File: config.mk
export PLATFORM = sky130hd
export DESIGN_NAME = inst_fetch_flat
export DESIGN_NICKNAME = d
export VERILOG_FILES = /design/src/rtl/inst_fetch_if.sv /design/src/rtl/inst_fetch.sv /design/src/flat_wrapper.sv
export SDC_FILE = /design/constraint.sdc
export NUM_CORES = 1
export LEC_CHECK = 0
export ABC_AREA = 1
export CORE_MARGIN = 3
export CORE_UTILIZATION = 51
export CTS_CLUSTER_DIAMETER = 80
export DETAILED_ROUTE_END_ITERATION = 12
export GPL_TIMING_DRIVEN = 1
export PLACE_DENSITY = 0.8
export SYNTH_ARGS = -nofsm -noshare
export SYNTH_HDL_FRONTEND = slang
export SYNTH_SLANG_ARGS = --single-unit
File: constraint.sdc
create_clock -name clk -period 4.75 [get_ports clk]
set_clock_uncertainty 0.2 [all_clocks]
set_input_delay 0.475 -clock clk [delete_from_list [all_inputs] [get_ports clk]]
set_output_delay 0.475 -clock clk [all_outputs]
set_load 0.05 [all_outputs]
File: src/rtl/inst_fetch_if.sv
// rtl/inst_fetch_if.sv - instruction memory request/response port between fetch and imem
interface inst_fetch_if #(
    parameter int ADDR_WIDTH = 32,
    parameter int INST_WIDTH = 32
);
    logic                  req;
    logic [ADDR_WIDTH-1:0] addr;
    logic                  gnt;
    logic                  rvalid;
    logic [INST_WIDTH-1:0] rdata;

    modport master (
        output req,
        output addr,
        input  gnt,
        input  rvalid,
        input  rdata
    );

    modport slave (
        input  req,
        input  addr,
        output gnt,
        output rvalid,
        output rdata
    );
endinterface

File: src/rtl/inst_fetch.sv
// rtl/inst_fetch.sv - fetch stage: PC, single-outstanding imem fetch, 2-entry decode buffer
module inst_fetch #(
    parameter int                    ADDR_WIDTH = 32,
    parameter int                    INST_WIDTH = 32,
    parameter logic [ADDR_WIDTH-1:0] RESET_PC   = 32'h1c00_0000
) (
    input  logic                  clk,
    input  logic                  rst_n,
    input  logic                  redirect_valid,
    input  logic [ADDR_WIDTH-1:0] redirect_pc,
    input  logic                  stall,
    inst_fetch_if.master          imem,
    output logic                  out_valid,
    output logic [INST_WIDTH-1:0] out_inst,
    output logic [ADDR_WIDTH-1:0] out_pc,
    output logic                  out_pred_taken,
    output logic [ADDR_WIDTH-1:0] out_pred_target
);

    typedef enum logic [1:0] {
        S_REQ  = 2'd0,
        S_WAIT = 2'd1,
        S_DROP = 2'd2
    } state_t;

    state_t                state;
    state_t                state_nxt;

    logic [ADDR_WIDTH-1:0] fetch_pc;
    logic [ADDR_WIDTH-1:0] req_pc;

    logic [INST_WIDTH-1:0] buf_inst [2];
    logic [ADDR_WIDTH-1:0] buf_pc   [2];
    logic                  rd_ptr;
    logic                  wr_ptr;
    logic [1:0]            count;

    logic                  req;
    logic                  push;
    logic                  pop;
    logic                  issue;

    // State register
    always_ff @(posedge clk) begin
        if (!rst_n) begin
            state <= S_REQ;
        end else begin
            state <= state_nxt;
        end
    end

    // Next-state logic; redirect never blocks a returning response from closing out the wait
    always_comb begin
        state_nxt = state;
        case (state)
            S_REQ: begin
                if (issue) begin
                    state_nxt = S_WAIT;
                end
            end
            S_WAIT: begin
                if (imem.rvalid) begin
                    state_nxt = S_REQ;
                end else if (redirect_valid) begin
                    state_nxt = S_DROP;
                end
            end
            S_DROP: begin
                if (imem.rvalid) begin
                    state_nxt = S_REQ;
                end
            end
            default: state_nxt = S_REQ;
        endcase
    end

    // Output logic
    always_comb begin
        req  = 1'b0;
        push = 1'b0;
        case (state)
            S_REQ:   req  = rst_n & (count < 2'd2) & ~redirect_valid;
            S_WAIT:  push = imem.rvalid & ~redirect_valid;
            default: begin
                req  = 1'b0;
                push = 1'b0;
            end
        endcase
    end

    assign issue     = req & imem.gnt;
    assign imem.req  = req;
    assign imem.addr = fetch_pc;

    assign out_valid = (count != 2'd0);
    assign pop       = out_valid & ~stall & ~redirect_valid;
    assign wr_ptr    = rd_ptr ^ count[0];

    // PC, in-flight PC and buffer occupancy; redirect wins over push/pop
    always_ff @(posedge clk) begin
        if (!rst_n) begin
            fetch_pc <= RESET_PC;
            req_pc   <= '0;
            count    <= 2'd0;
            rd_ptr   <= 1'b0;
        end else begin
            if (redirect_valid) begin
                fetch_pc <= redirect_pc;
            end else if (issue) begin
                fetch_pc <= fetch_pc + ADDR_WIDTH'(4);
            end

            if (issue) begin
                req_pc <= fetch_pc;
            end

            if (pop) begin
                rd_ptr <= ~rd_ptr;
            end

            if (redirect_valid) begin
                count <= 2'd0;
            end else if (push && !pop) begin
                count <= count + 2'd1;
            end else if (pop && !push) begin
                count <= count - 2'd1;
            end

            if (push) begin
                assert (count != 2'd2);
            end
        end
    end

    always_ff @(posedge clk) begin
        if (push) begin
            buf_inst[wr_ptr] <= imem.rdata;
            buf_pc[wr_ptr]   <= req_pc;
        end
    end

    assign out_inst        = out_valid ? buf_inst[rd_ptr] : '0;
    assign out_pc          = out_valid ? buf_pc[rd_ptr] : '0;
    assign out_pred_taken  = 1'b0;
    assign out_pred_target = out_pc + ADDR_WIDTH'(4);

endmodule

File: src/flat_wrapper.sv
// flat-port wrapper written by rule: the top's interface ports become plain ports
module inst_fetch_flat 
#(
    parameter int                    ADDR_WIDTH = 32,
    parameter int                    INST_WIDTH = 32,
    parameter logic [ADDR_WIDTH-1:0] RESET_PC   = 32'h1c00_0000
)
  (clk, rst_n, redirect_valid, redirect_pc, stall, out_valid, out_inst, out_pc, out_pred_taken, out_pred_target, imem_req, imem_addr, imem_gnt, imem_rvalid, imem_rdata);
  inst_fetch_if #(.ADDR_WIDTH(ADDR_WIDTH), .INST_WIDTH(INST_WIDTH)) imem_i ();
  input  logic clk;
  input  logic rst_n;
  input  logic redirect_valid;
  input  logic [ADDR_WIDTH-1:0] redirect_pc;
  input  logic stall;
  output logic out_valid;
  output logic [INST_WIDTH-1:0] out_inst;
  output logic [ADDR_WIDTH-1:0] out_pc;
  output logic out_pred_taken;
  output logic [ADDR_WIDTH-1:0] out_pred_target;
  output wire logic [$bits(imem_i.req)-1:0] imem_req;
  output wire logic [$bits(imem_i.addr)-1:0] imem_addr;
  input wire logic [$bits(imem_i.gnt)-1:0] imem_gnt;
  input wire logic [$bits(imem_i.rvalid)-1:0] imem_rvalid;
  input wire logic [$bits(imem_i.rdata)-1:0] imem_rdata;
  assign imem_req = imem_i.req;
  assign imem_addr = imem_i.addr;
  assign imem_i.gnt = imem_gnt;
  assign imem_i.rvalid = imem_rvalid;
  assign imem_i.rdata = imem_rdata;
  inst_fetch #(.ADDR_WIDTH(ADDR_WIDTH), .INST_WIDTH(INST_WIDTH), .RESET_PC(RESET_PC)) u_core (.clk(clk), .rst_n(rst_n), .redirect_valid(redirect_valid), .redirect_pc(redirect_pc), .stall(stall), .imem(imem_i), .out_valid(out_valid), .out_inst(out_inst), .out_pc(out_pc), .out_pred_taken(out_pred_taken), .out_pred_target(out_pred_target));
endmodule
Word level (Yosys, flattened, before mapping). Memory sizes are Yosys's and may differ from the RTL's. A register that Yosys moved wholly into a read port is not among the register bits. Index checks and enable logic that the tools add are counted.

Flip-flop bits (word level): 69. Memories kept: 2. Input port bits: 70. Memory bits (writable): 128.

Memory list: u_core.buf_inst (depth 2, width 32, rd ports 1, clocked after memory_dff 1, wr ports 1, line inst_fetch.sv:32) `logic [INST_WIDTH-1:0] buf_inst [2];`; u_core.buf_pc (depth 2, width 32, rd ports 1, clocked after memory_dff 1, wr ports 1, line inst_fetch.sv:33) `logic [ADDR_WIDTH-1:0] buf_pc [2];`.

Bitwise logic cells: 11. Magnitude comparators: 1. Muxes and demuxes: 19. Equal/unequal tests: 5. $add $sub $neg: 4. Reduce and logical (&&, ||, !) cells: 10.

Operators by type and width (count): $mux 32 (4); $add 32x3->32 const B (2); $mux 2 (6); $mux 1 (8); $and 1x1->1 (6); $pmux 2 s3 (1); $reduce_bool 2->1 (3); $not 1->1 (4); $ne 3x3->1 const B (1); $reduce_and 3->1 (1); $add 2x1->2 const B (1); $eq 2x1->1 const B (1); $eq 2x2->1 const B (1); $logic_and 1x1->1 (2); $logic_not 1->1 (2); $logic_not 2->1 (1); $lt 2x2->1 const B (1); $ne 2x1->1 const B (1); $ne 2x2->1 const B (1); $reduce_or 2->1 (1); $sub 2x1->2 const B (1); $xor 1x1->1 (1).

Longest topological paths before layout. Gate-level depths: netlist of the first run.

Depth in word-level cells: 7. Gate-level depth with buffers: 15.

Least setup slack after synthesis of the first run. Ideal clock, no wire load.

Kind: input to register. Start: input redirect_valid. End: memory u_core.buf_inst[0][0] (enable). Setup time: 486 ps. Arrival: 3625 ps. Buffers on the path: 1. Stages on the path: 4. Data required time: 4064 ps. Setup slack: 439 ps. Cells stage by stage: buf_2 > nor3_1 > inv_1 > nor2_1.

Word-level cells in the longest chain between the ends: 5.

RTL lines: start, declared (line flat_wrapper.sv:12) `input logic redirect_valid;`; $not 1->1 (line inst_fetch.sv:83) `S_WAIT: push = imem.rvalid & ~redirect_valid;`; $and 1x1->1 (line inst_fetch.sv:83); $mux 1 (line inst_fetch.sv:81) `case (state)`; $mux 1 (line inst_fetch.sv:136) `if (push) begin`; $mux 1 (implied by the code) (line inst_fetch.sv:137) `buf_inst[wr_ptr] <= imem.rdata;`; end, declared (line inst_fetch.sv:32).

Every way passes these cells.

==> results of run 1 <==
[synth_stat cells (2+ instances only)]
cell	n	area (µm²)
nand3_4	3	52.6
nor3_1	6	30.0
nand2_2	6	37.5
ha_1	3	37.5
nand4_1	3	18.8
inv_2	8	30.0
dfxtp_1	70	1400
edfxtp_1	128	3840
nand3_1	63	315
buf_4	8	60.1
xnor2_1	2	17.5
nor2_2	16	100
a31oi_1	6	37.5
clkinv_2	2	10.0
inv_1	84	315
nor2_4	3	33.8
xor2_1	21	184
buf_6	4	45.0
clkbuf_1	16	60.1
buf_2	14	70.1
a21oi_1	92	460
and2_1	2	12.5
nand3b_1	2	15.0
o21ai_0	33	165
nand2_1	420	1580
nand3_2	3	30.0
buf_1	4	15.0
nor2_1	94	353
o21bai_1	2	15.0
a22oi_1	2	15.0
[critical path, cell delays in order (launching register included)]
cell,delay (ns)
dfxtp_2,0.69
inv_2,0.29
o21ai_2,0.36
inv_1,0.14
ha_1,0.26
inv_1,0.14
nor2_2,0.09
inv_2,0.09
nor2_2,0.06
nand2_1,0.06
nand2_1,0.04
nand2_1,0.05
clkdlybuf4s50_1,0.79
[cells by family (layout without fill, tap and decap cells)]
family / Yosys count / count (layout) / share of synthesized area, %
other: 1 / 1 / 0.0397
adders and majority gates: 3 / 3 / 0.398
buffers and inverters: 142 / 336 / 6.64
AOI/OAI and AO/OA: 138 / 138 / 7.59
DFF: 198 / 198 / 55.6
and+or+nand+nor: 624 / 624 / 27.6
xor gates and xnor gates: 23 / 23 / 2.13
[cell type report]
type	instances	area (µm²)	share of cell area (%)
Tap cell	229	287	2.35
Clock inverter	15	186	1.53
Multi-Input combinational cell	789	3580	29.4
Inverter	95	362	2.97
Timing Repair Buffer	209	2080	17.1
Clock buffer	17	425	3.49
Sequential cell	198	5250	43.1
[stage by stage]
| step | instances | cell area [µm²] | hold WS (ns) | total power, mW | utilization [%] |
|---|---|---|---|---|---|
| after floorplan | 1129 | 9440 | 0.220 | 2.10 | - |
| after global routing | 1552 | 12200 | 0.277 | 3.77 | 67.3 |
| final | 1552 | 12200 | 0.258 | 3.66 | 67.3 |
| after global placement | 1520 | 11600 | 0.231 | 2.24 | 63.9 |
| after CTS | 1552 | 12200 | 0.261 | 3.67 | 67.3 |
| after detailed placement | 1520 | 11600 | 0.242 | 2.24 | 63.9 |
[power by group]
group,internal (mW),switching (mW)
combinational,0.123,0.191
clock,0.724,0.728
sequential,1.85,0.0391
[metal layers]
layer,part of all wire [%],up-vias
met1,43,3707
met2,48,318
met5,0,-
met4,1.5,0
met3,7.1,30
li1,-,4016
[sequential cells by signal (all words and copies together) (netlist names), named ones only]
name	cells
u_core.req_pc	32
u_core.imem.addr	32
u_core.rd_ptr	1
u_core.state	2
u_core.count	2
u_core.buf_inst	64
u_core.buf_pc	64
[worst paths after layout]
kind,startpoint,depth (start not counted),to,slack (ns)
max,flop,12,out_pred_target[30],0.58
min,u_core.req_pc[29],0,u_core.buf_pc[0][29],0.26
max reg2reg,u_core.state[1],7,u_core.req_pc[10],2.19
min reg2reg,u_core.req_pc[29],0,u_core.buf_pc[0][29],0.26
==> impl_metrics.json, run 1 <==
{
  "die_h_um": 142,
  "final-setup-viol-count": 0,
  "synth_seq_cells": 198,
  "wire_per_inst_um": 15.8,
  "drc_errors": 0,
  "required_ns": 4.07,
  "syn_inst": 1129,
  "drive_gt1_share_pct": 7.11,
  "cts_buffer_depth": 2,
  "setup_tns_ns": 0,
  "via_count": 8071,
  "hp-class": "flop to flop",
  "start_kind": "flop",
  "endpoint_kind": "output pin",
  "grt_use_total_pct": 23.8,
  "setup_ws_ns": 0.575,
  "clock_sinks": 198,
  "rsz0062_at_grt": "no",
  "start_util_pct": 52.2,
  "p_leak_nw": 4.68,
  "gp_congestion": 0.957,
  "synth_cell_types": 39,
  "grt_max_degree": 65,
  "yosysSeqAreaShare_pct": 55.6,
  "grt_overflow": 0,
  "synth_fp_nets": 1202,
  "critPathArrivalTime_ns": 3.50,
  "row_count": 49,
  "die_w_um": 142,
  "drtPass1Iterations": 5,
  "syn_avg_cell_area_um2": 8.36,
  "vias_per_cell": 5.20,
  "hold_viol": 0,
  "max_slew.worst_pin.slew_ns": 0.932,
  "top_usage_layer": "met2",
  "fin_crit_ns": 4.17,
  "yosysWarningCount": 0,
  "portBuffers": 199,
  "irDropWorstVdd_uv": 303,
  "grtUsageMet3_pct": 4.07,
  "max_cap_violations": 0,
  "antenna_found_initial": 0,
  "layout_commonest_cell": "nand2_1",
  "synth_edf_count": 128,
  "cts_resized": 0,
  "slew_headroom_pct": 37.8,
  "dp_hpwl_um": 17700,
  "async_reset_ff_share_pct": 0,
  "period_share_pct": 87.9,
  "fill_cells": 1436,
  "dieArea_um2": 20200,
  "core_um2": 18100,
  "cts-buffers-inserted": 17,
  "cts_tree": "built",
  "post-cts-setup-buffer-count": 0,
  "ys.flop_type": "edfxtp_1",
  "syn_to_final_growth_pct": 29.0,
  "pwr_density_cell_nw_per_um2": 300,
  "use_met1_pct": 32.2,
  "cts-root-buf": "clkbuf_16",
  "netlist_area_um2": 9440,
  "nets": 1383,
  "cts_hold_buf": 0,
  "pin_count": 201,
  "status": "completed",
  "diodes": 0,
  "met2_usage_pct": 39.9,
  "layout_common_cells": "420 x nand2_1, 196 x clkdlybuf4s50_1, 128 x edfxtp_1",
  "preCtsSetupSlack_ns": 1.01,
  "drv_slew": 0,
  "htree_levels": 4,
  "finalWirelength_um": 24500,
  "worstSetupPathType": "flop to output pin",
  "grt_pass1_wl_um": 38300,
  "fmax_mhz": 240,
  "clk_latency_ns": 0.44,
  "clk_pin_slew_ns": 0.08,
  "first_iter_violations": 681,
  "first_global_vias": 7489,
  "worstPathMaxFanout": 31,
  "ant_nets": 0
}
Power figures use the tool's default switching activity.
==> run 2: changes to the inputs <==
Settings changed: CORE_UTILIZATION 51 to 35, PLACE_DENSITY 0.8 to not set.
==> run 2 against run 1 <==
Compared with the run above:
- power increased by 0.51%
- first-iteration DRC count decreased by 4.6%
- hold slack got worse by 0.0024 ns
- final cell count increased by 6.8%
- sequential power about the same
- design area increased by 0.90%
- global-route usage decreased by 5.6 points
==> impl_metrics.json, run 2 (same netlist as run 1, synthesis figures left out) <==
{
  "status": "completed",
  "largestRegisters": "u_core.buf_inst (64), u_core.buf_pc (64)",
  "worstSetupPathType": "flop to output pin",
  "layout_commonest_cell": "nand2_1",
  "cp_num_buf_inv": 4,
  "via_count": 7888,
  "ant_nets": 0,
  "pin_count": 201,
  "path_depth": 8,
  "cts-root-buf": "clkbuf_16",
  "period_share_pct": 91.0,
  "required_ns": 4.07,
  "dp_hpwl_um": 19200,
  "first_iter_violations": 650,
  "drive_gt1_share_pct": 7.48,
  "max_stage_delay_ns": 0.82,
  "cts_resized": 0,
  "p_int_mw": 2.70,
  "start_kind": "flop",
  "drtPass1Iterations": 7,
  "die_w_um": 170,
  "nets": 1383,
  "final-setup-viol-count": 0,
  "endpoint_kind": "output pin",
  "diodes": 0,
  "drv_slew": 0,
  "layout_common_cells": "420 x nand2_1, 191 x clkdlybuf4s50_1, 128 x edfxtp_1",
  "path_delay_family": "buffers and inverters",
  "postPlaceCellArea_um2": 11700,
  "portBuffers": 199,
  "design_area_um2": 12300,
  "clk_latency_ns": 0.44,
  "clk_pin_slew_ns": 0.07,
  "p_leak_nw": 4.69,
  "max_slew.worst_pin.slew_ns": 0.885,
  "die_h_um": 170,
  "pwr_density_cell_nw_per_um2": 299,
  "reg2reg_depth": 5,
  "vias_per_cell": 4.76,
  "worstPathMaxFanout": 41,
  "cts-buffers-inserted": 17,
  "syn_to_final_growth_pct": 30.1,
  "antenna_found_initial": 0,
  "post-cts-setup-buffer-count": 0,
  "setup_ws_ns": 0.427,
  "path_cells": "inv_2, o21ai_2, inv_1, ha_1, inv_1, nor2_2, xor2_1, clkdlybuf4s50_1",
  "gp_congestion": 0.863,
  "grt_overflow": 0,
  "p_seq_share_pct": 51.5,
  "hold-worst-slack_ns": 0.256,
  "hold_path_depth": 0,
  "p_comb_share_pct": 8.5,
  "cts_hold_buf": 0,
  "hold_viol": 0,
  "wire_per_inst_um": 15.9,
  "preCtsSetupSlack_ns": 0.844,
  "grt_max_degree": 65,
  "first_global_vias": 7545,
  "clock_sinks": 198,
  "max_cap_violations": 0,
  "hp-class": "flop to flop",
  "totalPowerFinal_mw": 3.68,
  "fmax_mhz": 231,
  "cpMaxStageDelayCell": "clkdlybuf4s50_1",
  "finalWirelength_um": 26400,
  "critPathArrivalTime_ns": 3.65,
  "fin_crit_ns": 4.32,
  "p_switching_mw": 0.975,
  "dieArea_um2": 29000,
  "row_count": 59,
  "rsz0062_at_grt": "no",
  "core_um2": 26300,
  "fill_cells": 2514,
  "slew_headroom_pct": 41.0,
  "grt_use_total_pct": 18.2,
  "setup_tns_ns": 0,
  "start_util_pct": 35.9,
  "grt_pass1_wl_um": 41400,
  "drc_errors": 0,
  "cts_buffer_depth": 2,
  "pwr-share-clk_pct": 39.9,
  "cp_common_cell": "inv_1",
  "irDropWorstVdd_uv": 204,
  "cts_tree": "built",
  "switching_share_pct": 26.5,
  "htree_levels": 4
}
-- run 2: cell types whose count changed in the layout (fill, tap and decap cells not counted), sizes merged --
cell | previous run | this run
buf | 13 | 18
clkdlybuf4s50 | 196 | 191
clkinv | 7 | 6
inv | 103 | 104
-- run 2: area by class of cell --
class | instances | area [µm²] | share of cell area [%]
clock buffers | 17 | 425 | 3.46
clock inverters | 15 | 184 | 1.50
inverters | 95 | 362 | 2.94
multi-input cells | 789 | 3590 | 29.2
flip-flops and latches | 198 | 5250 | 42.7
well taps | 335 | 419 | 3.41
repair buffers | 209 | 2060 | 16.8
-- run 2: final timing paths --
check / from / to / slack, ns
worst max register to register: u_core.count[1] / u_core.req_pc[11] / 2.10
worst min-delay path: u_core.req_pc[12] / u_core.buf_pc[1][12] / 0.26
worst max-delay path: flop / out_pred_target[6] / 0.43
worst min register to register: u_core.req_pc[12] / u_core.buf_pc[1][12] / 0.26
-- run 2: metrics by stage --
step,instances,utilization [%]
CTS,1658,46.7
global placement,1626,44.4
detailed placement,1626,44.4
floorplan,1129,-
finish,1658,46.7
global route,1658,46.7
-- run 2: routing by layer --
layer | share of wire, % | global-route usage [%] | vias up
li1 | - | - | 4018
met1 | 48 | 25.8 | 3608
met2 | 46 | 29.3 | 242
met3 | 5.1 | 3.16 | 20
met4 | 0.98 | 3.77 | 0
met5 | 0 | 0 | -
-- run 2: power groups by stage --
stage	registers [mW]	logic [mW]	clock network, mW
after floorplan	1.98	0.124	0
after global placement	1.93	0.312	0
after detailed placement	1.93	0.315	0
after CTS	1.89	0.317	1.49
after global routing	1.90	0.340	1.57
final	1.89	0.314	1.47
